File: config.mk
export PLATFORM = sky130hd
export DESIGN_NAME = hazard_ctrl_flat
export DESIGN_NICKNAME = d
export VERILOG_FILES = /design/src/rtl/hazard_pkg.sv /design/src/rtl/hazard_ctrl_if.sv /design/src/rtl/hazard_stage_slot.sv /design/src/rtl/hazard_ctrl.sv /design/src/flat_wrapper.sv
export SDC_FILE = /design/constraint.sdc
export NUM_CORES = 1
export LEC_CHECK = 0
export CAP_MARGIN = 15
export CELL_PAD_IN_SITES_DETAIL_PLACEMENT = 0
export CELL_PAD_IN_SITES_GLOBAL_PLACEMENT = 1
export CORE_AREA = 2 2 52 54
export CTS_CLUSTER_DIAMETER = 200
export DETAILED_ROUTE_END_ITERATION = 10
export DIE_AREA = 0 0 54 56
export GPL_TIMING_DRIVEN = 0
export PLACE_DENSITY_LB_ADDON = 0.1
export SLEW_MARGIN = 20
export SYNTH_ARGS = -nofsm -noshare
export SYNTH_HDL_FRONTEND = slang
export SYNTH_SLANG_ARGS = --single-unit
File: constraint.sdc
create_clock -name clk -period 2.4 [get_ports clk]
set_input_delay 0.6 -clock clk [delete_from_list [all_inputs] [get_ports clk]]
set_output_delay 0.6 -clock clk [all_outputs]
set_load 0.005 [all_outputs]
File: src/rtl/hazard_pkg.sv
// Shared hazard-unit types: stage slot layout, tnew/tuse constants, forward-select
// encodings and the small comparison helpers used by the hazard controller.
package hazard_pkg;

  localparam logic [1:0] TUSE_NONE = 2'd3;
  localparam logic [1:0] TNEW_NOW  = 2'd0;

  // D-stage forward selects
  localparam logic [1:0] FWD_D_GRF = 2'd0;
  localparam logic [1:0] FWD_D_E   = 2'd1;
  localparam logic [1:0] FWD_D_M   = 2'd2;

  // E-stage forward selects
  localparam logic [1:0] FWD_E_REG = 2'd0;
  localparam logic [1:0] FWD_E_M   = 2'd1;
  localparam logic [1:0] FWD_E_W   = 2'd2;

  // M-stage store-data select
  localparam logic FWD_M_REG = 1'b0;
  localparam logic FWD_M_W   = 1'b1;

  typedef struct packed {
    logic [4:0] rs;
    logic [4:0] rt;
    logic [4:0] a3;
    logic [1:0] tnew;
  } slot_t;

  localparam slot_t SLOT_BUBBLE = '0;

  function automatic logic [1:0] tnew_dec(input logic [1:0] t);
    return (t == TNEW_NOW) ? TNEW_NOW : t - 2'd1;
  endfunction

  // Register 0 is hard-wired, so it never produces a dependency.
  function automatic logic reg_match(input logic [4:0] src, input logic [4:0] a3);
    return (src != 5'd0) && (src == a3);
  endfunction

  function automatic logic [1:0] fwd_d_sel(input logic [4:0] src, input slot_t e,
                                           input slot_t m);
    if (reg_match(src, e.a3) && e.tnew == TNEW_NOW) return FWD_D_E;
    if (reg_match(src, m.a3) && m.tnew == TNEW_NOW) return FWD_D_M;
    return FWD_D_GRF;
  endfunction

  function automatic logic [1:0] fwd_e_sel(input logic [4:0] src, input slot_t m,
                                           input slot_t w);
    if (reg_match(src, m.a3) && m.tnew == TNEW_NOW) return FWD_E_M;
    if (reg_match(src, w.a3)) return FWD_E_W;
    return FWD_E_REG;
  endfunction

endpackage

File: src/rtl/hazard_ctrl_if.sv
// D-stage operand/destination info into the hazard unit and stall/forward selects out.
interface hazard_ctrl_if;
  logic [4:0] d_rs;
  logic [4:0] d_rt;
  logic [1:0] d_tuse_rs;
  logic [1:0] d_tuse_rt;
  logic [4:0] d_a3;
  logic [1:0] d_tnew;
  logic       stall;
  logic [1:0] fwd_d_rs;
  logic [1:0] fwd_d_rt;
  logic [1:0] fwd_e_rs;
  logic [1:0] fwd_e_rt;
  logic       fwd_m_rt;

  modport master (
    output d_rs, d_rt, d_tuse_rs, d_tuse_rt, d_a3, d_tnew,
    input  stall, fwd_d_rs, fwd_d_rt, fwd_e_rs, fwd_e_rt, fwd_m_rt
  );

  modport slave (
    input  d_rs, d_rt, d_tuse_rs, d_tuse_rt, d_a3, d_tnew,
    output stall, fwd_d_rs, fwd_d_rt, fwd_e_rs, fwd_e_rt, fwd_m_rt
  );
endinterface

File: src/rtl/hazard_stage_slot.sv
// One pipeline bookkeeping slot {rs, rt, a3, tnew}; optionally ages tnew by one
// (saturating at 0) as the instruction moves into this stage.
module hazard_stage_slot
  import hazard_pkg::*;
#(
  parameter bit DEC_TNEW = 1'b1
) (
  input  logic  clk,
  input  logic  reset,
  input  slot_t d,
  output slot_t q
);

  slot_t nxt;

  always_comb begin
    nxt = d;
    if (DEC_TNEW) nxt.tnew = tnew_dec(d.tnew);
  end

  // NOTE: non-blocking so E, M and W all shift on the same edge without ordering races.
  always_ff @(posedge clk) begin
    if (reset) q <= SLOT_BUBBLE;
    else       q <= nxt;
  end

endmodule

File: src/rtl/hazard_ctrl.sv
// Pipeline hazard controller: stall detection plus D/E/M forward selects.
// Define HAZARD_FWD_EN to enable forwarding; otherwise selects are 0 and any hazard stalls.
module hazard_ctrl
  import hazard_pkg::*;
(
  input  logic          clk,
  input  logic          reset,
  hazard_ctrl_if.slave  hz
);

  slot_t d_slot, e_d, e_q, m_q, w_q;
  logic  stall_raw;
  logic [1:0] fwd_d_rs, fwd_d_rt, fwd_e_rs, fwd_e_rt;
  logic       fwd_m_rt;

  assign d_slot = '{rs: hz.d_rs, rt: hz.d_rt, a3: hz.d_a3, tnew: hz.d_tnew};
  assign e_d    = stall_raw ? SLOT_BUBBLE : d_slot;

  // E takes D's tnew as-is; aging starts on the E->M advance.
  hazard_stage_slot #(.DEC_TNEW(1'b0)) u_slot_e (.clk(clk), .reset(reset), .d(e_d), .q(e_q));
  hazard_stage_slot #(.DEC_TNEW(1'b1)) u_slot_m (.clk(clk), .reset(reset), .d(e_q), .q(m_q));
  hazard_stage_slot #(.DEC_TNEW(1'b1)) u_slot_w (.clk(clk), .reset(reset), .d(m_q), .q(w_q));

  // NOTE: every output gets a default first so no path through this block infers a latch.
  always_comb begin
    stall_raw = 1'b0;
    fwd_d_rs  = FWD_D_GRF;
    fwd_d_rt  = FWD_D_GRF;
    fwd_e_rs  = FWD_E_REG;
    fwd_e_rt  = FWD_E_REG;
    fwd_m_rt  = FWD_M_REG;
`ifdef HAZARD_FWD_EN
    stall_raw = (reg_match(hz.d_rs, e_q.a3) && (hz.d_tuse_rs < e_q.tnew)) ||
                (reg_match(hz.d_rs, m_q.a3) && (hz.d_tuse_rs < m_q.tnew)) ||
                (reg_match(hz.d_rt, e_q.a3) && (hz.d_tuse_rt < e_q.tnew)) ||
                (reg_match(hz.d_rt, m_q.a3) && (hz.d_tuse_rt < m_q.tnew));
    fwd_d_rs  = fwd_d_sel(hz.d_rs, e_q, m_q);
    fwd_d_rt  = fwd_d_sel(hz.d_rt, e_q, m_q);
    fwd_e_rs  = fwd_e_sel(e_q.rs, m_q, w_q);
    fwd_e_rt  = fwd_e_sel(e_q.rt, m_q, w_q);
    fwd_m_rt  = reg_match(m_q.rt, w_q.a3) ? FWD_M_W : FWD_M_REG;
`else
    stall_raw = reg_match(hz.d_rs, e_q.a3) || reg_match(hz.d_rs, m_q.a3) ||
                reg_match(hz.d_rt, e_q.a3) || reg_match(hz.d_rt, m_q.a3);
`endif
  end

  // Slots may still hold a hazard while reset is high; keep outputs quiet until they clear.
  assign hz.stall    = stall_raw & ~reset;
  assign hz.fwd_d_rs = reset ? FWD_D_GRF : fwd_d_rs;
  assign hz.fwd_d_rt = reset ? FWD_D_GRF : fwd_d_rt;
  assign hz.fwd_e_rs = reset ? FWD_E_REG : fwd_e_rs;
  assign hz.fwd_e_rt = reset ? FWD_E_REG : fwd_e_rt;
  assign hz.fwd_m_rt = reset ? FWD_M_REG : fwd_m_rt;

endmodule
File: src/flat_wrapper.sv
// flat-port wrapper written by rule: the top's interface ports become plain ports
module hazard_ctrl_flat import hazard_pkg::*;
  (clk, reset, hz_d_rs, hz_d_rt, hz_d_tuse_rs, hz_d_tuse_rt, hz_d_a3, hz_d_tnew, hz_stall, hz_fwd_d_rs, hz_fwd_d_rt, hz_fwd_e_rs, hz_fwd_e_rt, hz_fwd_m_rt);
  hazard_ctrl_if hz_i ();
  input  logic clk;
  input  logic reset;
  input wire logic [$bits(hz_i.d_rs)-1:0] hz_d_rs;
  input wire logic [$bits(hz_i.d_rt)-1:0] hz_d_rt;
  input wire logic [$bits(hz_i.d_tuse_rs)-1:0] hz_d_tuse_rs;
  input wire logic [$bits(hz_i.d_tuse_rt)-1:0] hz_d_tuse_rt;
  input wire logic [$bits(hz_i.d_a3)-1:0] hz_d_a3;
  input wire logic [$bits(hz_i.d_tnew)-1:0] hz_d_tnew;
  output wire logic [$bits(hz_i.stall)-1:0] hz_stall;
  output wire logic [$bits(hz_i.fwd_d_rs)-1:0] hz_fwd_d_rs;
  output wire logic [$bits(hz_i.fwd_d_rt)-1:0] hz_fwd_d_rt;
  output wire logic [$bits(hz_i.fwd_e_rs)-1:0] hz_fwd_e_rs;
  output wire logic [$bits(hz_i.fwd_e_rt)-1:0] hz_fwd_e_rt;
  output wire logic [$bits(hz_i.fwd_m_rt)-1:0] hz_fwd_m_rt;
  assign hz_i.d_rs = hz_d_rs;
  assign hz_i.d_rt = hz_d_rt;
  assign hz_i.d_tuse_rs = hz_d_tuse_rs;
  assign hz_i.d_tuse_rt = hz_d_tuse_rt;
  assign hz_i.d_a3 = hz_d_a3;
  assign hz_i.d_tnew = hz_d_tnew;
  assign hz_stall = hz_i.stall;
  assign hz_fwd_d_rs = hz_i.fwd_d_rs;
  assign hz_fwd_d_rt = hz_i.fwd_d_rt;
  assign hz_fwd_e_rs = hz_i.fwd_e_rs;
  assign hz_fwd_e_rt = hz_i.fwd_e_rt;
  assign hz_fwd_m_rt = hz_i.fwd_m_rt;
  hazard_ctrl u_core (.clk(clk), .reset(reset), .hz(hz_i));
endmodule
==> flow_summary.toml, run 1 <==
[final_layout]
drive_gt1_share_pct = 43.16
layout.nets = 119
syn2layout_area_growth_pct = 41.57
n_antenna_cell = 0

[routing]
routed_wl_um = 1248
via_count = 489
drcViolationCount = 0
vias_per_cell = 3.912
wire_per_inst_um = 9.984
detail-route-antenna-nets = 0
drt_iter0_drc = 6
drt_pre_antenna_iters = 2

[timing]
fin_crit_sh_pct = 97.95
fin_ws_ns = 0.04922
setup_viol = 0
maxSlewViolCount = 0
clock.fmax_mhz = 425.4
rsz0062_at_grt = "no"
hold_violations = 0
period_minus_slack_ns = 2.351
clock_skew_ns = 0.003960

[min_path]
min_from = "u_core.u_slot_e.q[4]"
hp-class = "reg -> reg"

[floorplan]
coreArea_um2 = 2432
fp.dieArea_um2 = 3024
start_util_pct = 27.47
dieWidth_um = 54
io_pins = 33
die_h_um = 56
rows = 18

[place]
place_ws_ns = -0.8083
hpwl_um = 1007
portBuffers = 17
place_congestion = 0.7154

[global_routing]
grt_pass1_vias = 474
antenna_found_initial = 0
grt.met1_usage_pct = 11.69
use_met3_pct = 1.882
grt_max_degree = 11
grt_overflow_total = 0
met2_usage_pct = 14.29
grt_pass1_wl_um = 2063
grt-busiest-layer = "met2"
grt_util_all_layers_pct = 9.471

[yosys]
ys_warn_count = 0
synth-seq-cells = 10
post_synth.cell_area_avg_um2 = 10.28
seq_area_frac_synth_pct = 29.96
netlist_area_um2 = 668.1
yosys.cell_types.count = 15
syn_inst = 65

[clocking]
cts.clk_slew.worst_paths_ns = 0.06
clk_latency_ns = 0.26
cts_tree = "built"
cts_made_buffers = 3
cts_max_level = 1
cts.sinks = 10
cts_hold_buf = 0
cts_buffer_depth = 2
ctsRootBufferMaster = "clkbuf_4"

[critical_path]
worstPathArrival_ns = 1.75
reg2regPathDepth = 6
r2r_end = "u_core.u_slot_e.q[5]"
critPathRequiredTime_ns = 1.80
cp_top_family = "simple AND/OR/NAND/NOR gates"
rrSetupSlack_ns = 1.03
crit_path_end = "hz_stall"
worst_path_largest_cell_delay_ns = 0.45
timing.rr.start = "u_core.u_slot_m.q[2]"
cp-startpoint = "hz_d_rt[4]"
path_class = "in -> out"
crit_path_end_kind = "primary output"
critPathSlowestCell = "or4_4"
cp-start-kind = "input pin"
crit_chain = "clkdlybuf4s15_1 -> or4_4 -> nor2_4 -> o22ai_4 -> nor2b_4 -> buf_2"
cp_max_fo = 3
crit_buf_inv = 2
path_depth = 6

[power_and_ir_drop]
p_per_area_nw_per_um2 = 482.1
total_power_uw = 456.1
p_leak_nw = 0.4233
vdd_ir_drop_max_uv = 297.6

[run]
cap_viol_max_count = 0

[outcome]
run_status = "finished, final reports clean"
synthesized netlist by cell type:
library cell,instances,area [µm²]
a32oi_1,1,8.760
a32oi_2,1,16.27
buf_4,9,67.56
clkbuf_1,1,3.750
conb_1,1,3.750
dfxtp_1,10,200.2
nor2_1,2,7.510
nor2_4,2,22.52
nor2b_1,6,37.54
nor3_1,4,20.02
nor3b_2,5,62.56
o22ai_4,1,20.02
or4_4,2,22.52
xnor2_1,4,35.03
xor2_1,16,140.1
power breakdown:
| part | total (mW) | internal, mW | switching [mW] |
|---|---|---|---|
| clock network | 0.148 | 0.0920 | 0.0562 |
| registers | 0.188 | 0.177 | 0.0111 |
| logic | 0.120 | 0.0666 | 0.0530 |
| total | 0.456 | 0.336 | 0.120 |
flip-flops by register name (all words and copies together), names as in the netlist:
register	count
u_core.u_slot_e.q	5
u_core.u_slot_m.q	5
per-layer routing:
| layer | wire [µm] | share of wire [%] |
|---|---|---|
| met5 | 0 | 0 |
| met4 | 14 | 1.1 |
| met3 | 100 | 8.0 |
| met2 | 561 | 45 |
| met1 | 572 | 46 |
layout by cell type, fill, tap and decap left out, drive strengths merged:
cell type	netlist	routed
nor2	4	4
o22ai	1	1
buf	9	18
clkdlybuf4s15	0	2
nor3	4	4
clkdlybuf4s50	0	6
xor2	16	16
or4	2	2
nor2b	6	6
conb	1	9
xnor2	4	4
clkbuf	1	5
a32oi	2	2
dlygate4sd2	0	1
nor3b	5	5
dfxtp	10	10
cells by family after synthesis:
logic type / count (synthesis) / synth area share (%)
AND/OR/NAND/NOR: 21 / 25.84
buffers and inverters: 10 / 10.67
XOR/XNOR: 20 / 26.22
flip-flops: 10 / 29.96
other: 1 / 0.5613
AO/OA/AOI/OAI: 3 / 6.743
layout make-up:
class	instances	area, µm²
Timing Repair Buffer	18	137.6
Clock buffer	4	36.28
Fill cell	259	1486
Multi-Input combinational cell	53	461.7
Buffer	10	72.57
Tap cell	30	37.54
Sequential cell	10	200.2
per-stage QoR:
stage | instances | cell area, µm² | util, % | setup TNS [ns] | hold WS (ns)
2_1_floorplan | 73 | 698.2 | - | 0 | 0.4796
3_3_place_gp | 120 | 905.9 | 37.24 | -0.8323 | 0.5078
3_5_place_dp | 120 | 905.9 | 37.24 | -0.8083 | 0.5044
4_1_cts | 125 | 937.1 | 38.53 | 0 | 0.5133
5_1_grt | 125 | 945.9 | 38.89 | 0 | 0.5420
6_report | 125 | 945.9 | 38.89 | 0 | 0.5077
how the worst min path moves through the flow:
stage / cells after the start / slack (ns) / endpoint
2_1_floorplan: 1 / 0.48 / u_core.u_slot_m.q[2]
3_3_place_gp: 1 / 0.51 / u_core.u_slot_m.q[5]
3_5_place_dp: 1 / 0.50 / u_core.u_slot_m.q[4]
4_1_cts: 1 / 0.51 / u_core.u_slot_m.q[4]
5_1_grt: 1 / 0.54 / u_core.u_slot_m.q[4]
6_report: 1 / 0.51 / u_core.u_slot_m.q[4]
worst reg2reg max path: stages, from the launching register on:
cell	delay (ns)
dfxtp_1	0.37
xor2_1	0.20
nor3_2	0.06
a32oi_2	0.24
o22ai_4	0.10
buf_4	0.17
nor3b_2	0.16
timing repair:
item | in CTS | in global routing
buffers inserted | 1 | 0
setup endpoints to repair | 1 | 1
pin swaps | 8 | 3
gates cloned | 0 | 0
gates resized for setup | 43 | 4
No activity file was read; power rests on OpenSTA's default activity.
==> run 2, diff against run 1 <==
--- a/config.mk
+++ b/config.mk
@@ -5,15 +5,17 @@
 export SDC_FILE = /design/constraint.sdc
 export NUM_CORES = 1
 export LEC_CHECK = 0
+export ABC_AREA = 1
 export CAP_MARGIN = 15
 export CELL_PAD_IN_SITES_DETAIL_PLACEMENT = 0
 export CELL_PAD_IN_SITES_GLOBAL_PLACEMENT = 1
-export CORE_AREA = 2 2 52 54
+export CORE_AREA = 2 2 41 81
 export CTS_CLUSTER_DIAMETER = 200
 export DETAILED_ROUTE_END_ITERATION = 10
-export DIE_AREA = 0 0 54 56
+export DIE_AREA = 0 0 43 83
 export GPL_TIMING_DRIVEN = 0
 export PLACE_DENSITY_LB_ADDON = 0.1
+export SKIP_CTS_REPAIR_TIMING = 1
 export SLEW_MARGIN = 20
 export SYNTH_ARGS = -nofsm -noshare
 export SYNTH_HDL_FRONTEND = slang
==> run 2 against run 1 <==
Effect of this change: count of clock-buffer cells in the layout unchanged; first-iteration DRC count up 83%; via count is 49% higher; fmax up 9.2%.
==> flow_summary.toml, run 2 <==
[timing]
period_minus_slack_ns = 2.153
holdWs_ns = 0.4808
tns_ns = 0
setup_viol = 0
maxSlewViolCount = 0
clock.fmax_mhz = 464.5
rsz0062_at_grt = "no"
clock_skew_ns = 0.006089
fin_crit_sh_pct = 89.71
hold_violations = 0
fin_ws_ns = 0.2470

[yosys]
netlist_area_um2 = 710.7
synth_common_cells = "nand2_1 (46), inv_1 (22), nor2_1 (17)"
seq_area_frac_synth_pct = 28.17
synth.area.top_cells = "dfxtp_1 (28%), nand2_1 (24%), inv_1 (12%)"
synth-edff-count = 0
synth-seq-cells = 10
yosys.cell_types.count = 14
synthFlopType = "dfxtp_1"
ys_warn_count = 0
synth_most_common_cell = "nand2_1"
yosys.area.top_type = "dfxtp_1"
async_flop_share_pct = 0
syn_inst = 124
post_synth.cell_area_avg_um2 = 5.731
synth_top_area_share_pct = 28.17

[routing]
detail-route-antenna-nets = 0
wire_per_inst_um = 8.809
wl_met3_um = 76
top_layer = "met4"
vias_per_cell = 3.973
route.met2.wl_um = 887
drt_iter0_drc = 11
drt_pre_antenna_iters = 4
drcViolationCount = 0
drt-met1-wl_um = 600
via_count = 727
routed_wl_um = 1612

[critical_path]
cp_top_family = "buffers and inverters"
crit_buf_inv = 3
worstPathArrival_ns = 1.55
rrSetupSlack_ns = 1.24
path_depth = 9
reg2regPathDepth = 9
cp-start-kind = "input pin"
timing.rr.start = "u_core.u_slot_e.q[2]"
critPathSlowestCell = "dlymetal6s2s_1"
crit_chain = "dlymetal6s2s_1 -> inv_1 -> nand2_1 -> a21oi_1 -> nand3_1 -> nand2_1 -> nand2_2 -> a21oi_2 -> clkbuf_2"
crit_path_end_kind = "primary output"
critPathRequiredTime_ns = 1.80
r2r_end = "u_core.u_slot_e.q[4]"
path_class = "in -> out"
worst_path_largest_cell_delay_ns = 0.17
cp_max_fo = 4
crit_top_cell = "nand2_1"

[final_layout]
final.fill_count = 345
syn2layout_area_growth_pct = 45.25
layout.nets = 177
drive_gt1_share_pct = 15.03
register_area_um2 = 200.2
multiInputGateArea_um2 = 395.4
final_common_cell = "nand2_1"
n_antenna_cell = 0
layout_common_cells = "nand2_1 (46), inv_1 (20), nor2_1 (15)"
top_regs = "u_core.u_slot_e.q x5, u_core.u_slot_m.q x5"

[power_and_ir_drop]
seqPwrFrac_pct = 36.3
p_per_area_nw_per_um2 = 496.7
power_switching_share_pct = 25.83
clockPowerShare_pct = 41.0
p_int_uw = 380.2
comb_power_share_pct = 22.7
vdd_ir_drop_max_uv = 340.8
p_leak_nw = 0.6381
power.switching_uw = 132.4

[floorplan]
die_h_um = 83
rows = 28
coreArea_um2 = 2943
dieWidth_um = 43
io_pins = 33
start_util_pct = 24.15
fp.dieArea_um2 = 3569

[min_path]
min_from = "u_core.u_slot_e.q[5]"
hold_depth = 2
hp-class = "reg -> reg"
hold_path_end = "u_core.u_slot_m.q[5]"

[clocking]
clk_latency_ns = 0.24
cts.clk_slew.worst_paths_ns = 0.05
cts.sinks = 10
cts_made_buffers = 3
cts_max_level = 1
cts_tree = "built"
cts_buffer_depth = 2
ctsRootBufferMaster = "clkbuf_8"

[global_routing]
grt_pass1_vias = 638
grt_max_degree = 8
grt_pass1_wl_um = 2649
antenna_found_initial = 0
grt_overflow_total = 0
grt_util_all_layers_pct = 9.869

[outcome]
run_status = "finished, final reports clean"

[place]
portBuffers = 17
place_congestion = 0.7807
place_ws_ns = -0.5452
hpwl_um = 1409

[run]
cap_viol_max_count = 0
## run 2: how the worst max path moves through the flow
stage | startpoint | to | slack, ns
final | hz_d_rs[1] | hz_stall | 0.25
after floorplan | hz_d_rt[0] | hz_stall | 0.63
after global routing | hz_d_rt[4] | hz_stall | 0.13
after detailed placement | hz_d_rs[1] | hz_stall | -0.55
after CTS | hz_d_rs[1] | hz_stall | -0.57
after global placement | hz_d_rs[1] | hz_stall | -0.58
## run 2: power by group through the flow
stage          logic, mW  registers [mW]  clock network (mW)
2_1_floorplan     0.0706           0.187                   0
3_3_place_gp       0.119           0.189                   0
3_5_place_dp       0.119           0.189                   0
4_1_cts            0.119           0.186               0.217
5_1_grt            0.133           0.187               0.228
6_report           0.116           0.186               0.210
## run 2: per-layer routing
| metal | global-route usage (%) | vias to the layer above |
|---|---|---|
| met5 | 0 | - |
| met3 | 1.739 | 5 |
| met2 | 17.08 | 17 |
| met4 | 6.612 | 0 |
| met1 | 10.24 | 304 |
| li1 | - | 401 |
## run 2: cell families (layout without fill, tap and decap cells)
kind of cell              count (synthesis)  in the layout  share of synthesized area [%]
and+or+nand+nor                          74             74                          42.08
other                                     1              9                         0.5277
buffers and inverters                    32             53                          21.65
DFF                                      10             10                          28.17
xor gates and xnor gates                  5              5                          6.162
AOI/OAI and AO/OA                         2              2                          1.409
## run 2: worst reg2reg max path, delay by kind of cell, from the launching register on
| kind | cells | cell delay, ns |
|---|---|---|
| flops | 1 | 0.34 |
| buf+inv | 1 | 0.07 |
| simple gates | 7 | 0.50 |
| compound gates | 1 | 0.14 |
## run 2: area by class of cell
type	instances	share of cell area, %
flip-flops and latches	10	19.39
plain buffers	9	6.545
clock buffers	4	5.333
inverters	23	8.364
multi-input cells	90	38.30
repair buffers	17	18.42
well taps	30	3.636
## run 2: through the flow
| stage | cells | utilization [%] | instance area [µm²] | total power, mW |
|---|---|---|---|---|
| 6_report | 183 | 35.08 | 1032 | 0.5127 |
| 5_1_grt | 183 | 35.08 | 1032 | 0.5479 |
| 4_1_cts | 183 | 34.10 | 1003 | 0.5220 |
| 3_5_place_dp | 179 | 32.23 | 948.4 | 0.3079 |
| 3_3_place_gp | 179 | 32.23 | 948.4 | 0.3079 |
| 2_1_floorplan | 132 | - | 740.7 | 0.2578 |
